**src/rtl/continuous_monitoring_system_pkg.sv**
```systemverilog
// Shared types and widths for the continuous monitoring system trace path.
package continuous_monitoring_system_pkg;

  localparam int RISC_V_INSTRUCTION_WIDTH = 32;
  localparam int DEFAULT_PC_WIDTH         = 64;
  localparam int TRACE_ITEM_WIDTH         = DEFAULT_PC_WIDTH + RISC_V_INSTRUCTION_WIDTH;

  typedef struct packed {
    logic [DEFAULT_PC_WIDTH-1:0]         pc;
    logic [RISC_V_INSTRUCTION_WIDTH-1:0] instr;
  } trace_item_t;

  typedef enum logic {
    EMPTY,
    HOLD
  } packer_state_e;

endpackage

```
**src/rtl/sync_fifo.sv**
```systemverilog
// Single-clock FIFO with extra-MSB pointers; read data is taken straight from
// the storage array so a word is presented in the cycle after it is written.
module sync_fifo #(
  parameter int WIDTH = 8,
  parameter int DEPTH = 16
) (
  input  logic             clk,
  input  logic             rst_n,
  input  logic             push,
  input  logic [WIDTH-1:0] push_data,
  output logic             full,
  input  logic             pop,
  output logic [WIDTH-1:0] pop_data,
  output logic             empty
);

  localparam int AW = $clog2(DEPTH);

  logic [AW:0]      wr_ptr;
  logic [AW:0]      rd_ptr;
  logic [WIDTH-1:0] mem [DEPTH];
  logic             do_push;
  logic             do_pop;

  assign full     = (wr_ptr[AW] != rd_ptr[AW]) && (wr_ptr[AW-1:0] == rd_ptr[AW-1:0]);
  assign empty    = (wr_ptr == rd_ptr);
  // Full is judged before any same-cycle pop, so a push into a full FIFO is refused.
  assign do_push  = push && !full;
  assign do_pop   = pop && !empty;
  assign pop_data = empty ? '0 : mem[rd_ptr[AW-1:0]];

  // NOTE: sequential state uses non-blocking assignments so every flop samples pre-edge values.
  always_ff @(posedge clk) begin
    if (!rst_n) begin
      wr_ptr <= '0;
      rd_ptr <= '0;
    end else begin
      if (do_push) wr_ptr <= wr_ptr + 1'b1;
      if (do_pop)  rd_ptr <= rd_ptr + 1'b1;
    end
  end

  // NOTE: storage is not reset; the pointers define validity and pop_data is masked while empty.
  always_ff @(posedge clk) begin
    if (do_push) mem[wr_ptr[AW-1:0]] <= push_data;
  end

endmodule

```
**src/rtl/trace_packer.sv**
```systemverilog
// Stages accepted trace items one deep, frames them into packets (size, idle
// timeout, flush) and buffers {tlast, pc, instr} for an AXI-Stream master.
module trace_packer
  import continuous_monitoring_system_pkg::*;
#(
  parameter int PC_WIDTH     = DEFAULT_PC_WIDTH,
  parameter int FIFO_DEPTH   = 16,
  parameter int PACKET_ITEMS = 8,
  parameter int IDLE_TIMEOUT = 64
) (
  input  logic                                         clk,
  input  logic                                         rst_n,
  input  logic                                         in_valid,
  input  logic [PC_WIDTH-1:0]                          in_pc,
  input  logic [RISC_V_INSTRUCTION_WIDTH-1:0]          in_instr,
  input  logic                                         in_drop,
  input  logic                                         flush,
  output logic [PC_WIDTH+RISC_V_INSTRUCTION_WIDTH-1:0] m_tdata,
  output logic                                         m_tvalid,
  output logic                                         m_tlast,
  input  logic                                         m_tready,
  output logic [31:0]                                  overflow_count
);

  localparam int          IW       = PC_WIDTH + RISC_V_INSTRUCTION_WIDTH;
  localparam logic [7:0]  LAST_CNT = 8'(PACKET_ITEMS - 1);
  localparam logic [16:0] TIMEOUT  = 17'(IDLE_TIMEOUT);

  packer_state_e state;
  logic [IW-1:0] stage_data;
  logic [7:0]    pkt_cnt;
  logic [15:0]   idle_cnt;
  logic          close_pending;

  logic          accept;
  logic          timeout;
  logic          close_req;
  logic          fifo_full;
  logic          fifo_empty;
  logic          push;
  logic          push_last;
  logic [IW:0]   fifo_rd;

  assign accept    = in_valid && !in_drop;
  // Compare against the incremented count so the close lands on the edge the
  // counter would reach IDLE_TIMEOUT.
  assign timeout   = (({1'b0, idle_cnt} + 17'd1) == TIMEOUT);
  assign close_req = flush || close_pending || timeout;

  // NOTE: every combinational output gets a default first so no latch is inferred.
  always_comb begin
    push      = 1'b0;
    push_last = 1'b0;
    if (state == HOLD && !fifo_full) begin
      if (accept) begin
        push      = 1'b1;
        push_last = flush || close_pending || (pkt_cnt == LAST_CNT);
      end else if (close_req) begin
        push      = 1'b1;
        push_last = 1'b1;
      end
    end
  end

  always_ff @(posedge clk) begin
    if (!rst_n) begin
      state          <= EMPTY;
      stage_data     <= '0;
      pkt_cnt        <= '0;
      idle_cnt       <= '0;
      close_pending  <= 1'b0;
      overflow_count <= '0;
    end else begin
      if (push) pkt_cnt <= push_last ? 8'd0 : pkt_cnt + 8'd1;

      unique case (state)
        EMPTY: begin
          if (accept) begin
            stage_data    <= {in_pc, in_instr};
            idle_cnt      <= '0;
            close_pending <= 1'b0;
            state         <= HOLD;
          end
        end
        HOLD: begin
          if (!fifo_full) begin
            if (accept) begin
              stage_data    <= {in_pc, in_instr};
              idle_cnt      <= '0;
              close_pending <= 1'b0;
            end else if (close_req) begin
              close_pending <= 1'b0;
              state         <= EMPTY;
            end else begin
              idle_cnt <= idle_cnt + 16'd1;
            end
          end else begin
            // No room: the newcomer is lost and any close waits for a free slot.
            if (accept && overflow_count != '1) overflow_count <= overflow_count + 32'd1;
            if (close_req) close_pending <= 1'b1;
            else           idle_cnt      <= idle_cnt + 16'd1;
          end
        end
        default: state <= EMPTY;
      endcase
    end
  end

  sync_fifo #(
    .WIDTH (IW + 1),
    .DEPTH (FIFO_DEPTH)
  ) u_fifo (
    .clk       (clk),
    .rst_n     (rst_n),
    .push      (push),
    .push_data ({push_last, stage_data}),
    .full      (fifo_full),
    .pop       (m_tready),
    .pop_data  (fifo_rd),
    .empty     (fifo_empty)
  );

  assign m_tvalid = !fifo_empty;
  assign m_tlast  = fifo_rd[IW];
  assign m_tdata  = fifo_rd[IW-1:0];

endmodule

```
**config.mk**
```make
export PLATFORM = sky130hd
export DESIGN_NAME = trace_packer
export DESIGN_NICKNAME = d
export VERILOG_FILES = /design/src/rtl/continuous_monitoring_system_pkg.sv /design/src/rtl/sync_fifo.sv /design/src/rtl/trace_packer.sv
export SDC_FILE = /design/constraint.sdc
export NUM_CORES = 1
export LEC_CHECK = 0
export BUFFER_PORTS_ARGS = -buffer_cell sky130_fd_sc_hd__buf_2
export CORE_ASPECT_RATIO = 2
export CORE_MARGIN = 2
export CORE_UTILIZATION = 44
export CTS_BUF_LIST = sky130_fd_sc_hd__clkbuf_8
export DETAILED_ROUTE_END_ITERATION = 8
export GPL_ROUTABILITY_DRIVEN = 0
export SLEW_MARGIN = 20
export SYNTH_ARGS = -nofsm -noshare
export SYNTH_HDL_FRONTEND = slang
export SYNTH_SLANG_ARGS = --single-unit
```
**constraint.sdc**
```tcl
create_clock -name clk -period 10.6 [get_ports clk]
set_input_delay 0 -clock clk [delete_from_list [all_inputs] [get_ports clk]]
set_output_delay 0 -clock clk [all_outputs]
set_load 0.02 [all_outputs]
```
==> impl_metrics.yaml, run 1 <==
routing:
  drt_wl_total_mm: 159
  vias_per_cell: 5.62
  drc_errors: 0
  avgRoutedWirePerCell_um: 27.1
  postRouteAntennaNets: 0
  vias: 32900
  first_iter_violations: 3049
  first_pass_iters: 7
worst_setup_path:
  r2r-end: "u_fifo.mem[11][64]"
  critical_path.max_stage_delay_ns: 0.86
  slowest_stage: "buf_4"
  r2r_slack_ns: 5.30
  critical_path_required_ns: 11.12
  critical_path.cell_chain: "and4_1, a211o_1, a211oi_1, o2111ai_1, o21ai_2, nand2_1, nor2_4, buf_4, buf_4"
  r2r_start: "idle_cnt[2]"
  rr_worst_depth: 9
  cp_common_cell: "buf_4"
  cp.arrival_ns: 5.81
  crit_fanout: 49
  crit_path_end_kind: "register"
  critPathLaunchType: "register"
  path_class: "register to register"
cells_and_area:
  syn2layout_area_growth_pct: 16.0
  layout.nets: 3848
  seq_area_sq_um: 50000
  nFillCells: 11900
  mostFrequentLayoutCell: "edfxtp_1"
  layout_common_cells: "1552 x edfxtp_1, 485 x mux4_2, 257 x clkbuf_8"
  multiInputGateArea_sq_um: 15200
  drive_gt1_share_pct: 28.8
sta:
  max_clock_freq_ghz: 0.189
  slew_violations: 0
  min_period_ns: 5.30
  fin_worst_skew_ns: 0.0834
  rsz0062_at_grt: "no"
  fin_setup_tns_ns: 0
  slew_headroom_pct: 20.0
  hold_viol: 0
  period_share_pct: 50.0
  tightest_slew_ns: 1.20
  setup_viol: 0
yosys:
  syn_inst: 3153
  syn_area_sq_um: 65800
  ys_ff_latch: 1720
  synth.area.top_cells: "edfxtp_1 71%, mux4_2 17%, dfxtp_1 5.1%"
  yosys.area.top_type_share_pct: 70.9
  synth-edff-count: 1552
  ys.flop_type: "edfxtp_1"
  yosysSeqAreaShare_pct: 76.0
  synth.distinct_cells: 56
  yosys.area.top_type: "edfxtp_1"
  syn_avg_cell_area_sq_um: 20.9
  synth_warnings: 0
  synthArstFlopShare_pct: 0
  synth_nets: 3263
pwr:
  p_per_area_nw_per_um2: 173
  power_switching_uw: 2880
  vdd_drop_max_mv: 0.0884
  power.internal_uw: 10300
  power_uw: 13200
  power_frac_seq_pct: 56.8
  p_leak_uw: 0.0248
  switching_share_pct: 21.9
  power.share.clock_pct: 38.4
  p_comb_share_pct: 4.8
floorplanning:
  die_h_um: 551
  pin_count: 232
  dieWidth_um: 277
  die-area_sq_um: 153000
  fp-row-count: 200
  core_area_sq_um: 148000
  initial_utilization_pct: 44.3
global_route:
  overflow: 0
  grt_pass1_vias: 35000
  antenna_found_initial: 10
  grtUsageTotal_pct: 20.9
  grt_pass1_wl_mm: 233
  grt_max_degree: 150
clock_tree:
  clk_path_buf_depth: 4
  tritoncts: "yes"
  insertion_delay_ns: 0.95
  clkTransAtPathRegs_ns: 0.06
  cts_buffers: 237
  clock_sinks: 1720
  cts_root_buf: "clkbuf_8"
  cts_resized: 0
  htree_levels: 4
hold_path:
  hp-class: "input port to register"
  hold_path_end: "stage_data[57]"
  worstHoldStart: "in_pc[25]"
  holdPathStages: 4
place:
  hpwl_mm: 81.3
  io_buffer_count: 231
status:
  status: "finished clean"
job:
  max_cap_viol_count: 0
[synth_stat cells (5+ instances only)]
master and n:
a21oi_1 108, a31oi_1 10, and3_1 10, and4_1 5, buf_1 29, buf_2 18, buf_4 5, clkbuf_1 127
dfxtp_1 168, edfxtp_1 1552, ha_1 8, inv_1 14, mux2i_1 7, mux4_2 485, nand2_1 239, nand2b_1 10
nand3_1 19, nand4_1 30, nor2_1 59, nor2b_1 100, nor3_1 12, o211ai_1 5, o21a_1 5, o21ai_0 21
o311ai_0 6, or3_1 13, xnor2_1 19, xor2_1 17
[how the worst max path moves through the flow]
stage	startpoint	end	slack (ns)	depth (start not counted)
after floorplan	idle_cnt[2]	u_fifo.mem[1][0]	1.30	10
after global placement	idle_cnt[2]	u_fifo.mem[11][47]	5.36	9
after detailed placement	idle_cnt[2]	u_fifo.mem[11][59]	5.33	9
after CTS	register	m_tdata[6]	5.12	6
after global routing	idle_cnt[0]	u_fifo.mem[11][52]	4.94	10
final	idle_cnt[2]	u_fifo.mem[11][64]	5.30	9
[state kept, by name (all words and copies together) (netlist names), named ones only]
signal / count
close_pending: 1
idle_cnt: 16
overflow_count: 32
pkt_cnt: 8
stage_data: 96
state: 1
u_fifo.mem: 1552
u_fifo.rd_ptr: 5
u_fifo.wr_ptr: 5
[area by class of cell]
type / count / area share [%]
multi-input cells: 1240 / 19.9
flip-flops and latches: 1720 / 65.5
inverters: 14 / 0.0820
well taps: 1919 / 3.15
repair buffers: 525 / 5.25
clock buffers: 257 / 4.64
clock inverters: 179 / 1.50
diodes: 3 / 0.00984
[cells by family (layout without fill, tap and decap cells)]
kind of cell | count (synthesis) | after routing | share of synthesized area (%)
flops | 1720 | 1720 | 76.0
simple gates | 518 | 518 | 3.82
mux | 493 | 493 | 16.7
buf+inv | 193 | 975 | 1.16
compound gates | 185 | 185 | 1.65
xor+xnor | 36 | 36 | 0.480
fa+ha+maj | 8 | 8 | 0.152
other cells | 0 | 3 | 0
[power by group through the flow]
stage          Clock (uW)  Combinational (uW)  Sequential, uW
3_5_place_dp            0                 583            7630
3_3_place_gp            0                 580            7620
5_1_grt              5440                 678            7480
4_1_cts              5180                 647            7480
6_report             5060                 630            7480
2_1_floorplan           0                 403            7580
[through the flow]
stage / cells / hold WS (ns) / worst slack (ns) / instance area (sq um) / util, %
floorplan: 3153 / 0.136 / 1.30 / 65800 / -
global placement: 5191 / 0.240 / 5.36 / 69300 / 46.7
detailed placement: 5192 / 0.246 / 5.33 / 69300 / 46.7
CTS: 5854 / 0.00604 / 5.12 / 76300 / 51.4
global route: 5856 / 0.0824 / 4.94 / 76300 / 51.4
finish: 5857 / 0.0742 / 5.30 / 76300 / 51.4
[per-layer routing]
| metal | routed length (um) | vias up | part of all wire [%] | track usage (%) |
|---|---|---|---|---|
| met5 | 23 | - | 0.014 | 0 |
| met2 | 82900 | 1069 | 52 | 36.6 |
| li1 | - | 14100 | - | - |
| met4 | 3980 | 4 | 2.5 | 6.43 |
| met1 | 63200 | 17400 | 40 | 27.0 |
| met3 | 8490 | 286 | 5.4 | 3.09 |
[critical path, delay by kind of cell (launching register included)]
family / cells / cell delay, ns
flip-flops: 1 / 0.39
AND/OR/NAND/NOR: 3 / 1.15
AO/OA/AOI/OAI: 4 / 1.57
buffers and inverters: 2 / 1.69
[what timing repair did]
action | in CTS | in global routing
buffers inserted | 0 | 0
hold buffers | 226 | 0
endpoints found under the hold margin | 148 | 0
No activity file was read; power rests on OpenSTA's default activity.
==> run 2, diff against run 1 <==
Clock period 10.6 ns to 5 ns, I/O delays scaled along.
==> run 2 against run 1 <==
Net effect:
- routed wire length is 3.3% lower
- combinational power is 110% higher
- utilization is 0.33 points higher
==> impl_metrics.yaml, run 2 (same netlist as run 1, synthesis figures left out) <==
sta:
  min_period_ns: 4.01
  slew_headroom_pct: 32.8
  hold_viol: 0
  fin_worst_skew_ns: 0.0692
  hold_slack_ns: 0.212
  slew_violations: 0
  setup_viol: 0
  max_clock_freq_ghz: 0.249
  tightest_slew_ns: 1.01
  rsz0062_at_grt: "no"
  period_share_pct: 80.2
global_route:
  grt_max_degree: 87
  grtUsageTotal_pct: 20.3
  grt_pass1_vias: 35100
  grt_pass1_wl_mm: 228
  overflow: 0
  antenna_found_initial: 12
worst_setup_path:
  crit_family: "multiplexers"
  crit_fanout: 33
  critPathBufInv: 2
  r2r_start: "u_fifo.wr_ptr[3]"
  path_class: "register to output pin"
  cp.arrival_ns: 4.01
  crit_path_end_kind: "output pin"
  critPathLaunchType: "register"
  slowest_stage: "dfxtp_4"
  critical_path.cell_chain: "buf_4, mux4_2, mux4_2, nor2b_1, buf_2"
  critical_path.max_stage_delay_ns: 0.90
  cp_common_cell: "mux4_2"
  critical_path_required_ns: 5.00
clock_tree:
  cts_resized: 0
  clkTransAtPathRegs_ns: 0.07
  htree_levels: 4
  insertion_delay_ns: 0.94
  cts_buffers: 239
  clk_path_buf_depth: 4
  clock_sinks: 1720
  cts_setup_buffers: 0
  tritoncts: "yes"
  cts_root_buf: "clkbuf_8"
routing:
  vias_per_cell: 5.54
  postRouteAntennaNets: 0
  first_iter_violations: 2433
  drc_errors: 0
  first_pass_iters: 7
  vias: 32500
  drt_wl_total_mm: 153
  avgRoutedWirePerCell_um: 26.1
hold_path:
  hp-class: "input port to register"
  worstHoldStart: "rst_n"
floorplanning:
  initial_utilization_pct: 44.3
  fp-row-count: 200
  core_area_sq_um: 148000
  pin_count: 232
  dieWidth_um: 277
  die-area_sq_um: 153000
  die_h_um: 551
job:
  max_cap_viol_count: 0
cells_and_area:
  nFillCells: 11800
  layout_common_cells: "1552 x edfxtp_1, 485 x mux4_2, 252 x clkbuf_8"
  drive_gt1_share_pct: 28.6
  mostFrequentLayoutCell: "edfxtp_1"
  design_area_sq_um: 76800
  layout.nets: 3872
  syn2layout_area_growth_pct: 16.8
  largest_reg_flops: 1552
place:
  dpl_cell_area_sq_um: 69800
  io_buffer_count: 231
  hpwl_mm: 85.1
pwr:
  p_per_area_nw_per_um2: 360
  vdd_drop_max_mv: 0.218
  p_leak_uw: 0.0247
status:
  status: "finished clean"
run 2: final cells by class:
cell class	instances	area [sq um]	area share, %
diodes	3	7.51	0.00978
inverters	14	62.6	0.0815
clock buffers	252	3470	4.52
multi-input cells	1240	15200	19.8
repair buffers	547	4640	6.04
flip-flops and latches	1720	50000	65.1
well taps	1919	2400	3.13
clock inverters	185	1050	1.36
run 2: worst paths after layout:
kind	end	slack, ns	cells after the start
setup reg to reg	u_fifo.mem[4][92]	1.39	8
hold reg to reg	pkt_cnt[7]	0.49	1
setup / recovery	m_tdata[88]	0.99	5
hold / removal	overflow_count[16]	0.21	3
run 2: per-layer routing:
metal | part of all wire, % | track usage [%] | vias to the layer above | wire, um
li1 | - | - | 14200 | -
met1 | 39 | 24.6 | 17200 | 59600
met2 | 54 | 37.2 | 883 | 83000
met3 | 4.5 | 2.81 | 279 | 6980
met4 | 2.5 | 6.50 | 4 | 3890
met5 | 0.014 | 0 | - | 21
run 2: power breakdown:
part	total [uW]	internal, uW	switching (uW)
clock network	10400	5180	5230
registers	15900	15700	196
logic	1350	690	663
run 2: what timing repair did:
action / CTS / global route
setup endpoints to repair: 0 / 0
hold buffers: 244 / 0
hold endpoints to repair: 137 / 0
run 2: worst reg2reg max path: stages, from the launching register on:
cell,delay (ns)
dfxtp_1,0.73
xnor2_1,0.16
nand4_1,0.27
nand2b_1,0.28
o2111ai_1,0.16
o21ai_2,0.47
nand2_1,0.36
nor2_4,0.22
buf_4,0.55
run 2: metrics by stage:
stage               setup TNS [ns]  setup WS [ns]  total power, uW  util, %  instances
finish                           0          0.992            27600     51.7       5880
global route                     0          0.721            28600     51.7       5880
CTS                              0          0.769            28000     51.7       5877
detailed placement               0           1.32            17400     47.0       5196
global placement                 0           1.33            17400     47.0       5196
floorplan                  -684.51          -1.55            16900        -       3153
